**src/rtl/riscv_defs_pkg.sv**
```systemverilog
// -----------------------------------------------------------------------------
// riscv_defs_pkg
//   Shared RV32I pipeline definitions: datapath width, instruction width,
//   reset PC, bubble instruction, fetch-mode encoding and a small helper.
//   No ports (package).
// -----------------------------------------------------------------------------
package riscv_defs_pkg;

   localparam int          XLEN      = 32;
   localparam int          INSTR_W   = 32;
   localparam logic [31:0] RESET_PC  = 32'h0000_0000;
   localparam logic [31:0] NOP_INSTR = 32'h0000_0013;   // addi x0,x0,0

   // Fetch mode; HALT is only reachable when the misaligned-target trap is built in.
   typedef enum logic {
      MODE_RUN  = 1'b0,
      MODE_HALT = 1'b1
   } fetch_mode_e;

   // A target is misaligned when either of its two low address bits is set.
   function automatic logic is_misaligned(input logic [1:0] low_bits);
      return (low_bits != 2'b00);
   endfunction

endpackage

```
**src/rtl/fetch_stage_if_id_reg.sv**
```systemverilog
// -----------------------------------------------------------------------------
// if_id_reg
//   IF/ID pipeline register. Async active-high reset and synchronous flush both
//   load a bubble {pc=0, pc+4=0, NOP_INSTR, valid=0}; hold keeps every field
//   (including a bubble already held); otherwise the fetched word is captured.
//   Flush has priority over hold.
// Ports
//   clk, reset          clock, async active-high reset
//   hold, flush         keep contents / load bubble
//   in_pc, in_pc_plus4  PC of the fetched word and its link value
//   in_instr            fetched instruction word
//   pc, pc_plus4, instr, valid   registered IF/ID contents
// -----------------------------------------------------------------------------
module if_id_reg
   import riscv_defs_pkg::*;
#(
   parameter int          XLEN_P      = XLEN,
   parameter logic [31:0] NOP_INSTR_P = NOP_INSTR
) (
   input  logic                clk,
   input  logic                reset,
   input  logic                hold,
   input  logic                flush,
   input  logic [XLEN_P-1:0]   in_pc,
   input  logic [XLEN_P-1:0]   in_pc_plus4,
   input  logic [INSTR_W-1:0]  in_instr,
   output logic [XLEN_P-1:0]   pc,
   output logic [XLEN_P-1:0]   pc_plus4,
   output logic [INSTR_W-1:0]  instr,
   output logic                valid
);

   // IF/ID register: bubble on reset/flush, hold on stall, capture otherwise.
   always_ff @(posedge clk or posedge reset) begin
      if (reset) begin
         pc       <= '0;
         pc_plus4 <= '0;
         instr    <= NOP_INSTR_P;
         valid    <= 1'b0;
      end else if (flush) begin
         pc       <= '0;
         pc_plus4 <= '0;
         instr    <= NOP_INSTR_P;
         valid    <= 1'b0;
      end else if (hold) begin
         pc       <= pc;
         pc_plus4 <= pc_plus4;
         instr    <= instr;
         valid    <= valid;
      end else begin
         pc       <= in_pc;
         pc_plus4 <= in_pc_plus4;
         instr    <= in_instr;
         valid    <= 1'b1;
      end
   end

endmodule

```
**src/rtl/fetch_stage.sv**
```systemverilog
// -----------------------------------------------------------------------------
// fetch_stage
//   IF stage of the 5-stage RV32I pipeline. Owns the PC, presents it to the
//   asynchronous-read instruction memory and captures the returned word into
//   the IF/ID register one edge later. Per edge: redirect > stall > advance.
//   Build option: FETCH_MISALIGN_TRAP_EN -- a redirect to a target with
//   non-zero low bits sets sticky fetch_fault and parks the stage in HALT
//   (pc holds, bubbles every cycle, stall ignored) until reset. Without it the
//   target's low two bits are masked and fetch_fault is tied low.
// Ports
//   clk, reset        clock, async active-high reset
//   stall             hold PC and IF/ID
//   redirect          flush IF/ID and load redirect_target
//   redirect_target   new PC
//   imem_addr         instruction memory byte address (== pc)
//   imem_instr        word returned by instruction memory this cycle
//   if_id_pc, if_id_pc_plus4, if_id_instr, if_id_valid   IF/ID contents
//   fetch_fault       sticky misaligned-target flag
// -----------------------------------------------------------------------------
module fetch_stage
   import riscv_defs_pkg::*;
#(
   parameter int          XLEN_P      = XLEN,
   parameter logic [31:0] RESET_PC_P  = RESET_PC,
   parameter logic [31:0] NOP_INSTR_P = NOP_INSTR
) (
   input  logic                clk,
   input  logic                reset,
   input  logic                stall,
   input  logic                redirect,
   input  logic [XLEN_P-1:0]   redirect_target,
   output logic [XLEN_P-1:0]   imem_addr,
   input  logic [INSTR_W-1:0]  imem_instr,
   output logic [XLEN_P-1:0]   if_id_pc,
   output logic [XLEN_P-1:0]   if_id_pc_plus4,
   output logic [INSTR_W-1:0]  if_id_instr,
   output logic                if_id_valid,
   output logic                fetch_fault
);

   localparam logic [XLEN_P-1:0] ADDR_MASK = ~(XLEN_P'(3));

   logic [XLEN_P-1:0] pc_r;
   logic [XLEN_P-1:0] pc_next_s;
   logic [XLEN_P-1:0] pc_plus4_s;
   logic              hold_s;
   logic              flush_s;

   assign pc_plus4_s = pc_r + XLEN_P'(4);   // wraps modulo 2^XLEN
   assign imem_addr  = pc_r;

`ifdef FETCH_MISALIGN_TRAP_EN
   fetch_mode_e mode_r;
   fetch_mode_e mode_next_s;
   logic        fault_r;

   // Fetch-mode and sticky fault registers.
   always_ff @(posedge clk or posedge reset) begin
      if (reset) begin
         mode_r  <= MODE_RUN;
         fault_r <= 1'b0;
      end else begin
         mode_r  <= mode_next_s;
         fault_r <= fault_r | (mode_next_s == MODE_HALT);
      end
   end

   // Next-PC, IF/ID control and fetch-mode transition.
   always_comb begin
      pc_next_s   = pc_r;
      hold_s      = 1'b0;
      flush_s     = 1'b0;
      mode_next_s = mode_r;
      case (mode_r)
         MODE_HALT: begin
            flush_s = 1'b1;              // bubbles forever, stall ignored
         end
         MODE_RUN: begin
            if (redirect) begin
               flush_s = 1'b1;
               if (is_misaligned(redirect_target[1:0])) begin
                  mode_next_s = MODE_HALT;   // pc holds its current value
               end else begin
                  pc_next_s = redirect_target;
               end
            end else if (stall) begin
               hold_s = 1'b1;
            end else begin
               pc_next_s = pc_plus4_s;
            end
         end
         default: begin
            mode_next_s = MODE_RUN;
         end
      endcase
   end

   assign fetch_fault = fault_r;
`else
   // Next-PC and IF/ID control; misaligned target bits are silently dropped.
   always_comb begin
      pc_next_s = pc_r;
      hold_s    = 1'b0;
      flush_s   = 1'b0;
      if (redirect) begin
         flush_s   = 1'b1;
         pc_next_s = redirect_target & ADDR_MASK;
      end else if (stall) begin
         hold_s = 1'b1;
      end else begin
         pc_next_s = pc_plus4_s;
      end
   end

   assign fetch_fault = 1'b0;
`endif

   // Program counter register.
   always_ff @(posedge clk or posedge reset) begin
      if (reset) begin
         pc_r <= RESET_PC_P & ADDR_MASK;
      end else begin
         pc_r <= pc_next_s;
      end
   end

   if_id_reg #(
      .XLEN_P      (XLEN_P),
      .NOP_INSTR_P (NOP_INSTR_P)
   ) u_if_id_reg (
      .clk         (clk),
      .reset       (reset),
      .hold        (hold_s),
      .flush       (flush_s),
      .in_pc       (pc_r),
      .in_pc_plus4 (pc_plus4_s),
      .in_instr    (imem_instr),
      .pc          (if_id_pc),
      .pc_plus4    (if_id_pc_plus4),
      .instr       (if_id_instr),
      .valid       (if_id_valid)
   );

endmodule

```
**config.mk**
```make
export PLATFORM = sky130hd
export DESIGN_NAME = fetch_stage
export DESIGN_NICKNAME = d
export VERILOG_FILES = /design/src/rtl/riscv_defs_pkg.sv /design/src/rtl/fetch_stage_if_id_reg.sv /design/src/rtl/fetch_stage.sv
export SDC_FILE = /design/constraint.sdc
export NUM_CORES = 1
export LEC_CHECK = 0
export CAP_MARGIN = 25
export CORE_UTILIZATION = 65
export DETAILED_ROUTE_END_ITERATION = 8
export DONT_BUFFER_PORTS = 1
export HOLD_SLACK_MARGIN = 0.08
export PLACE_DENSITY = 0.81
export SYNTH_ARGS = -nofsm -noshare
export SYNTH_HDL_FRONTEND = slang
export SYNTH_SLANG_ARGS = --single-unit
```
**constraint.sdc**
```tcl
create_clock -name clk -period 11.15 [get_ports clk]
set_input_delay 1.115 -clock clk [delete_from_list [all_inputs] [get_ports clk]]
set_output_delay 1.115 -clock clk [all_outputs]
set_load 0.01 [all_outputs]
```
==> summary.md <==
| Metric | Value |
|---|---|
| Finished Layout Cells | 697 |
| First-pass GRT wire length | ~24 mm |
| Post-DP HPWL | a little over 9 mm |
| Postcts setup bufs | 0 |
| DR vias | 4629 |
| Status | finished clean |
| Root buf cell | clkbuf_8 |
| CTS H-tree lvls | 4 |
| Crit-path cells | nand3_1 -> or3_1 -> or4_1 -> a311oi_1 |
| RSZ-0062 raised after global routing | false |
| PD cells | roughly 180 mW/mm² |
| Wire length per cell | about 21 µm |
| Seq/Total Area, Yosys | 0.512 |
| Commonest non-fill, non-tap cell in the layout | dfrtp_1 |
| Placed insts | 665 |
| Nets | 645 |
| Remaining DRCs | 0 |
| Area Growth Syn to Fin | 8.26% |
| Fmax | roughly 360 MHz |
| Drt initial violations | 378 |
| Via-per-instance ratio | 6.64 |
| Final WL | 14.5 mm |
| Post_cts resized | 0 |
| Maximum vdd ir drop | approximately 100 µV |
| Final setup fails | 0 |
| Largest net degree at the start of global routing | 130 |
| CTS tree | built |
| Initial antenna violation count | 0 |
| TritonCTS Buffers | 17 |
| Post-Synthesis Cell Area | a little over 0.006 mm² |
| Die Span Y | 98.6 µm |
| Post-synth EDFFs | 0 |
| Arrival time at the worst endpoint | 3.20 ns |
| Drt first pass iters | 6 |
| Final hold vios | 0 |
| Slew margin rel. | 0.324 |
| Port Buf Inserts | 0 |
| MaxCap Viol Count | 0 |
| IO Count | approximately 200 |
| Post-synth ARST share | 1.00 |
| CTS sink cnt | 124 |
| Post-synthesis cell count | roughly 620 |
| CP endpoint kind | flip-flop |
| Clock buffer depth | 2 |
| Element type at the critical path start | flip-flop |
| Prevailing post-synth register cell | dfrtp_1 |
| CTS clock-pin slew for the worst setup and hold paths | 0.06 ns |
| Worst Skew | 0.0158 ns |
| Worst Setup Path Type | flip-flop to flip-flop |
| Ant. Diodes | 0 |
| Starting Density | 0.682 |
| Final Cycle Share | 0.251 |
| Post-CTS Hold Buffers | 0 |
| Post-route ant nets | 0 |
| Final setup TNS | 0 ns |
| RePlAce Congestion | a little under 0.9 |
| CP required | about 12 ns |
| Grt total ovfl | 0 |
| Vias in the first global route | approximately 4600 |
| Syn. warnings | 0 |
| Synthesized area per cell | between 9 and 10 µm² |
| CORE AREA | 0.00889 mm² |
| Crit-path max FO | 13 |
| Slowest cell delay on critical path | around 0.68 ns |
| Fraction of layout cells with a size suffix above 1 | 0.0713 |
| Seq cells post-synth | ~120 |
| # rows | 34 |
| Clk Latency, worst-skew pair | approximately 0.52 ns |
| Die width | 98.6 µm |
| Slowest stage cell, crit path | or3_1 |
| Most frequent cells in the layout | dfrtp_1, nor2_1, mux2i_1 |
| Min-delay worst type | flip-flop to flip-flop |
| GRT Total Usage | 0.316 |
| Library cells used by synthesis | 46 |
| Slew at the pin closest to its max-slew limit | roughly 1 ns |
| LEAKAGE | about 2.9 nW |
| Max Transition Viols Final | 0 |
| Die area | 0.00972 mm² |
| Clock period minus worst slack | approximately 2.8 ns |
[synth_stat cells, drive strengths merged (2+ instances only)]
cell    instances  area [µm²]
dfrtp         121        3030
nor2          102         383
mux2i          58         581
nand2          42         158
clkbuf         37         140
buf            27         144
o21ai          23         115
or4            19         146
xnor2          19         166
nand4          16         106
o31ai          15         113
a21oi          14        70.1
a311oi         13         114
a31oi          10        62.6
nand3           9        45.0
nor3            9        45.0
nor4            9        56.3
or3             9        56.3
inv             8        30.0
a211oi          7        52.6
a311o           5        50.1
and3            5        31.3
and4            5        43.8
xor2            5        43.8
and2            3        18.8
dfstp           3        78.8
nand4b          3        26.3
nor2b           3        18.8
o41ai           3        26.3
nand3b          2        15.0
o2111a          2        22.5
o21a            2        15.0
[power by group]
part	internal (W)	switching, W	leakage, nW	total, W
logic	0.0000382	0.0000469	0.975	0.0000850
clock network	0.000360	0.000203	0.294	0.000563
registers	0.000483	0.0000618	1.59	0.000545
total	0.000881	0.000312	2.86	0.00119
[metrics by stage]
step	setup slack (ns)	cell area, µm²	utilization	hold slack (ns)	total power [W]
2_1_floorplan	6.74	6070	-	0.516	0.000624
3_3_place_gp	8.33	5950	0.669	0.528	0.000631
3_5_place_dp	8.34	5950	0.669	0.535	0.000637
4_1_cts	8.36	6560	0.738	0.548	0.00120
5_1_grt	8.14	6560	0.738	0.594	0.00124
6_report	8.35	6560	0.738	0.542	0.00119
[layout make-up]
cell class | count | area [µm²]
Clock buffer | 20 | 455
Clock inverter | 12 | 161
Fill cell | 634 | 2330
Inverter | 9 | 36.3
Multi-Input combinational cell | 421 | 2650
Sequential cell | 124 | 3110
Tap cell | 108 | 135
Timing Repair Buffer | 3 | 22.5
[final timing paths]
path	start	end	slack, ns	cells after the start
min	u_if_id_reg.valid$_DFFE_PP0P_	u_if_id_reg.valid$_DFFE_PP0P_	0.54	1
min in group asynchronous	reset	u_if_id_reg.pc[11]$_DFFE_PP0P_	0.59	1
max in group asynchronous	reset	u_if_id_reg.instr[7]$_DFFE_PP0P_	9.27	2
min reg2reg	u_if_id_reg.valid$_DFFE_PP0P_	u_if_id_reg.valid$_DFFE_PP0P_	0.54	1
max reg2reg	imem_addr[4]$_DFFE_PP0N_	u_if_id_reg.pc_plus4[29]$_DFFE_PP0P_	8.35	4
max	imem_addr[4]$_DFFE_PP0N_	u_if_id_reg.pc_plus4[29]$_DFFE_PP0P_	8.35	4
[sequential cells by signal, summed over array words and instances (netlist names)]
signal and flops:
imem_addr 30, u_if_id_reg.instr 32, u_if_id_reg.pc 30, u_if_id_reg.pc_plus4 31
u_if_id_reg.valid 1
[per-layer routing]
layer | wire length (µm) | vias up | global-route usage | share of wire
li1 | - | 2114 | - | -
met1 | 5600 | 2234 | 0.389 | 0.39
met2 | 7250 | 252 | 0.509 | 0.50
met3 | 1450 | 29 | 0.123 | 0.099
met4 | 242 | 0 | 0.119 | 0.017
met5 | 0 | - | 0 | 0
[critical path, delay by kind of cell, from the launching register on]
| kind | cells | cell delay, ns |
|---|---|---|
| DFF | 1 | 0.60 |
| and+or+nand+nor | 3 | 1.78 |
| AOI/OAI and AO/OA | 1 | 0.30 |
[cells by family after synthesis]
family / count (synthesis) / synth area share
and+or+nand+nor: 237 / 0.191
DFF: 124 / 0.512
AOI/OAI and AO/OA: 98 / 0.111
buffers and inverters: 73 / 0.0524
muxes: 58 / 0.0958
xor gates and xnor gates: 24 / 0.0347
adders and majority gates: 1 / 0.00206
other: 1 / 0.000619
Note: power is estimated with default switching activity, not from simulation.
==> RTL edit 1: new RTL, config.mk and constraints unchanged <==
The option `FETCH_MISALIGN_TRAP_EN` is turned on by a define.
--- a/src/rtl/fetch_stage.sv
+++ b/src/rtl/fetch_stage.sv
@@ -17,6 +17,8 @@
 //   if_id_pc, if_id_pc_plus4, if_id_instr, if_id_valid   IF/ID contents
 //   fetch_fault       sticky misaligned-target flag
 // -----------------------------------------------------------------------------
+`define FETCH_MISALIGN_TRAP_EN
+
 module fetch_stage
    import riscv_defs_pkg::*;
 #(
Check against the original RTL: not equivalent (a bounded check fails within 4 cycles, from zero or initial values and one cycle with reset high).
==> RTL edit 1 against the original RTL <==
Setup slack worse by 0.15 ns. Hold slack lost 0.042 ns. Register-to-register slack better by 0.37 ns. Area after synthesis decreased by 4.7%. Sequential cell count increased by 5. Cell area shrank 3.4%. Total power is 5.5% lower. Wire length shrank 1.5%.
==> RTL edit 1: results (changes against the original RTL) <==
metric,value,unit,change
number of global-route vias before repair,4096,,-11%
compound-gate portion of the synthesized area,20.9,%,+9.8 points
P_sw,0.277,mW,-11%
number of iterations in the first detailed-routing pass,7,,+1
total length of routed wires,14300,um,-1.5%
Final Hold Slack,0.500,ns,-0.0418 ns
Area contributors post-synth,"sky130_fd_sc_hd__dfrtp_1 55%, sky130_fd_sc_hd__a22o_1 9.4%, sky130_fd_sc_hd__o21ai_0 4.8%",,
sequential-to-total area share from yosys stat,55.9,%,+4.7 points
final net count,577,,-11%
detailed placer's ending HPWL,9210,um,-1.2%
fraction of area in registers,51.0,%,+3.6 points
dpl ws,7.77,ns,-0.567 ns
fraction of layout instances using a drive strength above 1,10.7,%,+3.6 points
sequential standard cell area,3230,um^2,+4.0%
vias post-DR,4380,,-5.4%
Synth top area share,54.6,%,+4.6 points
portion of total power attributed to combinational logic,4.6,%,-2.5 points
pin count of the biggest net entering global routing,92,,-29%
detailed-routing wirelength on met1,5580,um,-0.32%
Repair and plain buffers,4,,+1
run status,"finished, final reports clean",,
critical-path cell with the highest stage delay,sky130_fd_sc_hd__a211o_1,,
multi-input combinational area share,36.7,%,-3.6 points
Max transition margin,34.6,%,+2.2 points
GRT Resource Usage Total,31.6,%,-0.059 points
clk_buf instances,19,,-5.0%
power density relative to cell area,178,nW/um^2,-2.2%
mean instance size in the synthesized netlist,10.8,um^2,+9.5%
"IR drop worst, VDD",0.104,mV,about the same
post-synthesis mux area share,0.173,%,-9.4 points
layout filler cell count,580,,-8.5%
number of standard cells in the final layout excluding fillers,630,,-9.6%
area fraction of clock buffers and clock inverters,9.36,%,-0.043 points
met2 usage in global routing,49.8,%,-1.2 points
global-route wire length before repair,21700,um,-8.9%
class of the tightest hold or removal check,input pin to async pin,,
upper clock frequency limit,339,MHz,-5.1%
fraction of met1 tracks used by global routing,41.0,%,+2.1 points
drt initial violations,316,,-16%
-- RTL edit 1: cell types whose count changed after synthesis, moves of 13 or more --
cell	unedited run	this run
sky130_fd_sc_hd__nor2_1	102	19
sky130_fd_sc_hd__a22o_1	0	62
sky130_fd_sc_hd__mux2i_1	58	1
sky130_fd_sc_hd__o21ai_0	23	55
sky130_fd_sc_hd__nand3_1	9	29
sky130_fd_sc_hd__or4_1	18	0
sky130_fd_sc_hd__a311oi_1	13	0
sky130_fd_sc_hd__o31ai_1	15	2
-- RTL edit 1: path summary, 6_finish.rpt --
path / from / to / cells past startpoint
max: redirect / imem_addr[20] / 5
min: reset / u_if_id_reg.pc[14] / 1
max reg2reg: imem_addr[16] / imem_addr[31] / 5
min reg2reg: fetch_fault / fetch_fault / 1
max in group asynchronous: reset / imem_addr[29] / 2
min in group clk: fetch_fault / fetch_fault / 1
==> RTL edit 2: new RTL, same flow settings <==
Without the edit above. `INSTR_W`: 32 -> 28.
--- a/src/rtl/riscv_defs_pkg.sv
+++ b/src/rtl/riscv_defs_pkg.sv
@@ -7,7 +7,7 @@
 package riscv_defs_pkg;
 
    localparam int          XLEN      = 32;
-   localparam int          INSTR_W   = 32;
+   localparam int          INSTR_W   = 28;
    localparam logic [31:0] RESET_PC  = 32'h0000_0000;
    localparam logic [31:0] NOP_INSTR = 32'h0000_0013;   // addi x0,x0,0
 
Ports: changed (resized if_id_instr and imem_instr); port bits go from 198 to 190. The function was not compared with the original's and may differ.
==> RTL edit 2 against the original RTL <==
Global-route usage down 2.6 points. Critical endpoint is now u_if_id_reg.pc_plus4[28]. Hold slack improved by 0.014 ns. Largest power group unchanged. Combinational power decreased by 7.5%. Wire length down 7.5%. Sequential power is 3.7% lower. Total power shrank 3.1%. Sequential cell count decreased by 4. Setup slack improved by 0.033 ns. Cell area is 3.6% lower. Area after synthesis is 4.2% lower. Sequential share of layout area rose by 0.20 points. Final cell count shrank 3.6%. Die area shrank 4.1%.
==> RTL edit 2: results (changes against the original RTL) <==
metric,value,unit,change
sequential-to-total area share from yosys stat,51.8,%,+0.51 points
register with the most flip-flops,u_if_id_reg.pc_plus4,,
deepest level of the CTS H-tree,4,,unchanged
reported leakage power,2.77,nW,-3.2%
clock latency of the later-clocked register in the worst-skew pair,0.51,ns,
antenna violations before repair,0,,unchanged
gp weighted congestion,0.795,,-8.1%
Max transition margin,43.4,%,+11 points
Clock Skews,0.00724,ns,-0.00861 ns
final net count,616,,-4.5%
total clock buffers created by CTS,17,,unchanged
library cell used as clock root buffer,sky130_fd_sc_hd__clkbuf_8,,
critical path's top delay family,simple AND/OR/NAND/NOR gates,,
number of iterations in the first detailed-routing pass,5,,-1
buffers inserted by post-CTS timing repair,0,,unchanged
routed via count divided by cell count,6.54,,-1.5%
"FFs w/ async S/R, synth",100,%,unchanged
dpl cells,640,,-3.8%
slowest cell delay on critical path,0.78,ns,+0.10 ns
dpl ws,8.34,ns,+0.00614 ns
most common flop cell mapped by yosys,sky130_fd_sc_hd__dfrtp_1,,
Resized cells post-CTS,0,,unchanged
number of global-route vias before repair,4131,,-11%
drt initial violations,284,,-25%
critical-path cell with the highest stage delay,sky130_fd_sc_hd__or4_1,,
crit-path max FO,10,,-3
global-route wire length before repair,20200,um,-15%
run status,"finished, final reports clean",,
pin count of the biggest net entering global routing,136,,+4.6%
number of standard cells in the final layout excluding fillers,672,,-3.6%
leading cell types by count after synthesis,"117 x sky130_fd_sc_hd__dfrtp_1, 85 x sky130_fd_sc_hd__nor2_1, 54 x sky130_fd_sc_hd__mux2i_1",,
number of antenna repair diodes,0,,unchanged
Clock Tree Buf Depth,2,,unchanged
post-DR wirelength/cell,20.0,um,-4.1%
mean instance size in the synthesized netlist,9.93,um^2,+0.91%
worst endpoint data arrival time,3.17,ns,-0.03 ns
Synth warnings,0,,unchanged
max reg flops,31,,-3.1%
Area contributors post-synth,"sky130_fd_sc_hd__dfrtp_1 50%, sky130_fd_sc_hd__mux2i_1 9.3%, sky130_fd_sc_hd__nor2_1 5.5%",,
GRT Resource Usage Total,29.0,%,-2.6 points
class of the tightest hold or removal check,input pin to async pin,,
detailed placer's ending HPWL,8740,um,-6.3%
clock input transition at the sequential cells of the worst setup and hold paths,0.06,ns,about the same
fraction of layout instances using a drive strength above 1,7.80,%,+0.67 points
max-cap violations,0,,unchanged
number of distinct library cells after synthesis,47,,+2.2%
"IR drop worst, VDD",0.128,mV,+22%
number of buffers added on ports,0,,unchanged
RTL edit 2: metal layers:
metal / share of wire, % / vias to the layer above / global-route usage [%]
met3: 9.2 / 26 / 9.00
met2: 49 / 226 / 45.2
li1: - / 2007 / -
met5: 0 / - / 0
met1: 39 / 2137 / 37.2
met4: 2.6 / 0 / 13.1
RTL edit 2: cells by family after synthesis:
logic type,after synthesis,share of synthesized area (%)
and+or+nand+nor,228,19.4
xor gates and xnor gates,27,4.07
muxes,54,9.30
AOI/OAI and AO/OA,88,10.3
adders and majority gates,1,0.215
other,1,0.0646
buffers and inverters,66,4.89
DFF,120,51.8
RTL edit 2: path summary, 6_finish.rpt:
kind,start,end,slack (ns),cells after the start
worst max-delay path,imem_addr[3],u_if_id_reg.pc_plus4[28],8.39,5
worst min-delay path,reset,u_if_id_reg.instr[13],0.56,1
worst max register to register,imem_addr[3],u_if_id_reg.pc_plus4[28],8.39,5
worst min register to register,u_if_id_reg.valid,u_if_id_reg.valid,0.57,1
max in group asynchronous,reset,u_if_id_reg.pc_plus4[31],9.26,2
min in group clk,u_if_id_reg.valid,u_if_id_reg.valid,0.57,1
RTL edit 2: worst register-to-register path, delay by kind of cell, from the launching register on:
kind / cells / cell delay [ns]
and+or+nand+nor: 3 / 1.50
adders and majority gates: 1 / 0.36
DFF: 1 / 0.54
AOI/OAI and AO/OA: 1 / 0.26
RTL edit 2: stage by stage:
step / instance area (um^2) / total power, mW / utilization [%] / hold slack [ns]
floorplan: 5820 / 0.600 / - / 0.516
global placement: 5720 / 0.606 / 65.9 / 0.553
detailed placement: 5720 / 0.611 / 65.9 / 0.559
CTS: 6320 / 1.16 / 72.9 / 0.573
global route: 6320 / 1.20 / 72.9 / 0.579
finish: 6320 / 1.16 / 72.9 / 0.556
RTL edit 2: power by group:
part	leakage [nW]	internal, mW	switching, mW
Clock	0.292	0.345	0.206
Sequential	1.54	0.467	0.0582
Combinational	0.932	0.0355	0.0430
Total	2.77	0.848	0.308
RTL edit 2: layout make-up:
class	instances	area [um^2]
flip-flops and latches	120	3010
fillers	630	2350
clock buffers	17	414
clock inverters	15	191
repair buffers	2	15.0
well taps	108	135
multi-input cells	401	2530
inverters	9	36.3
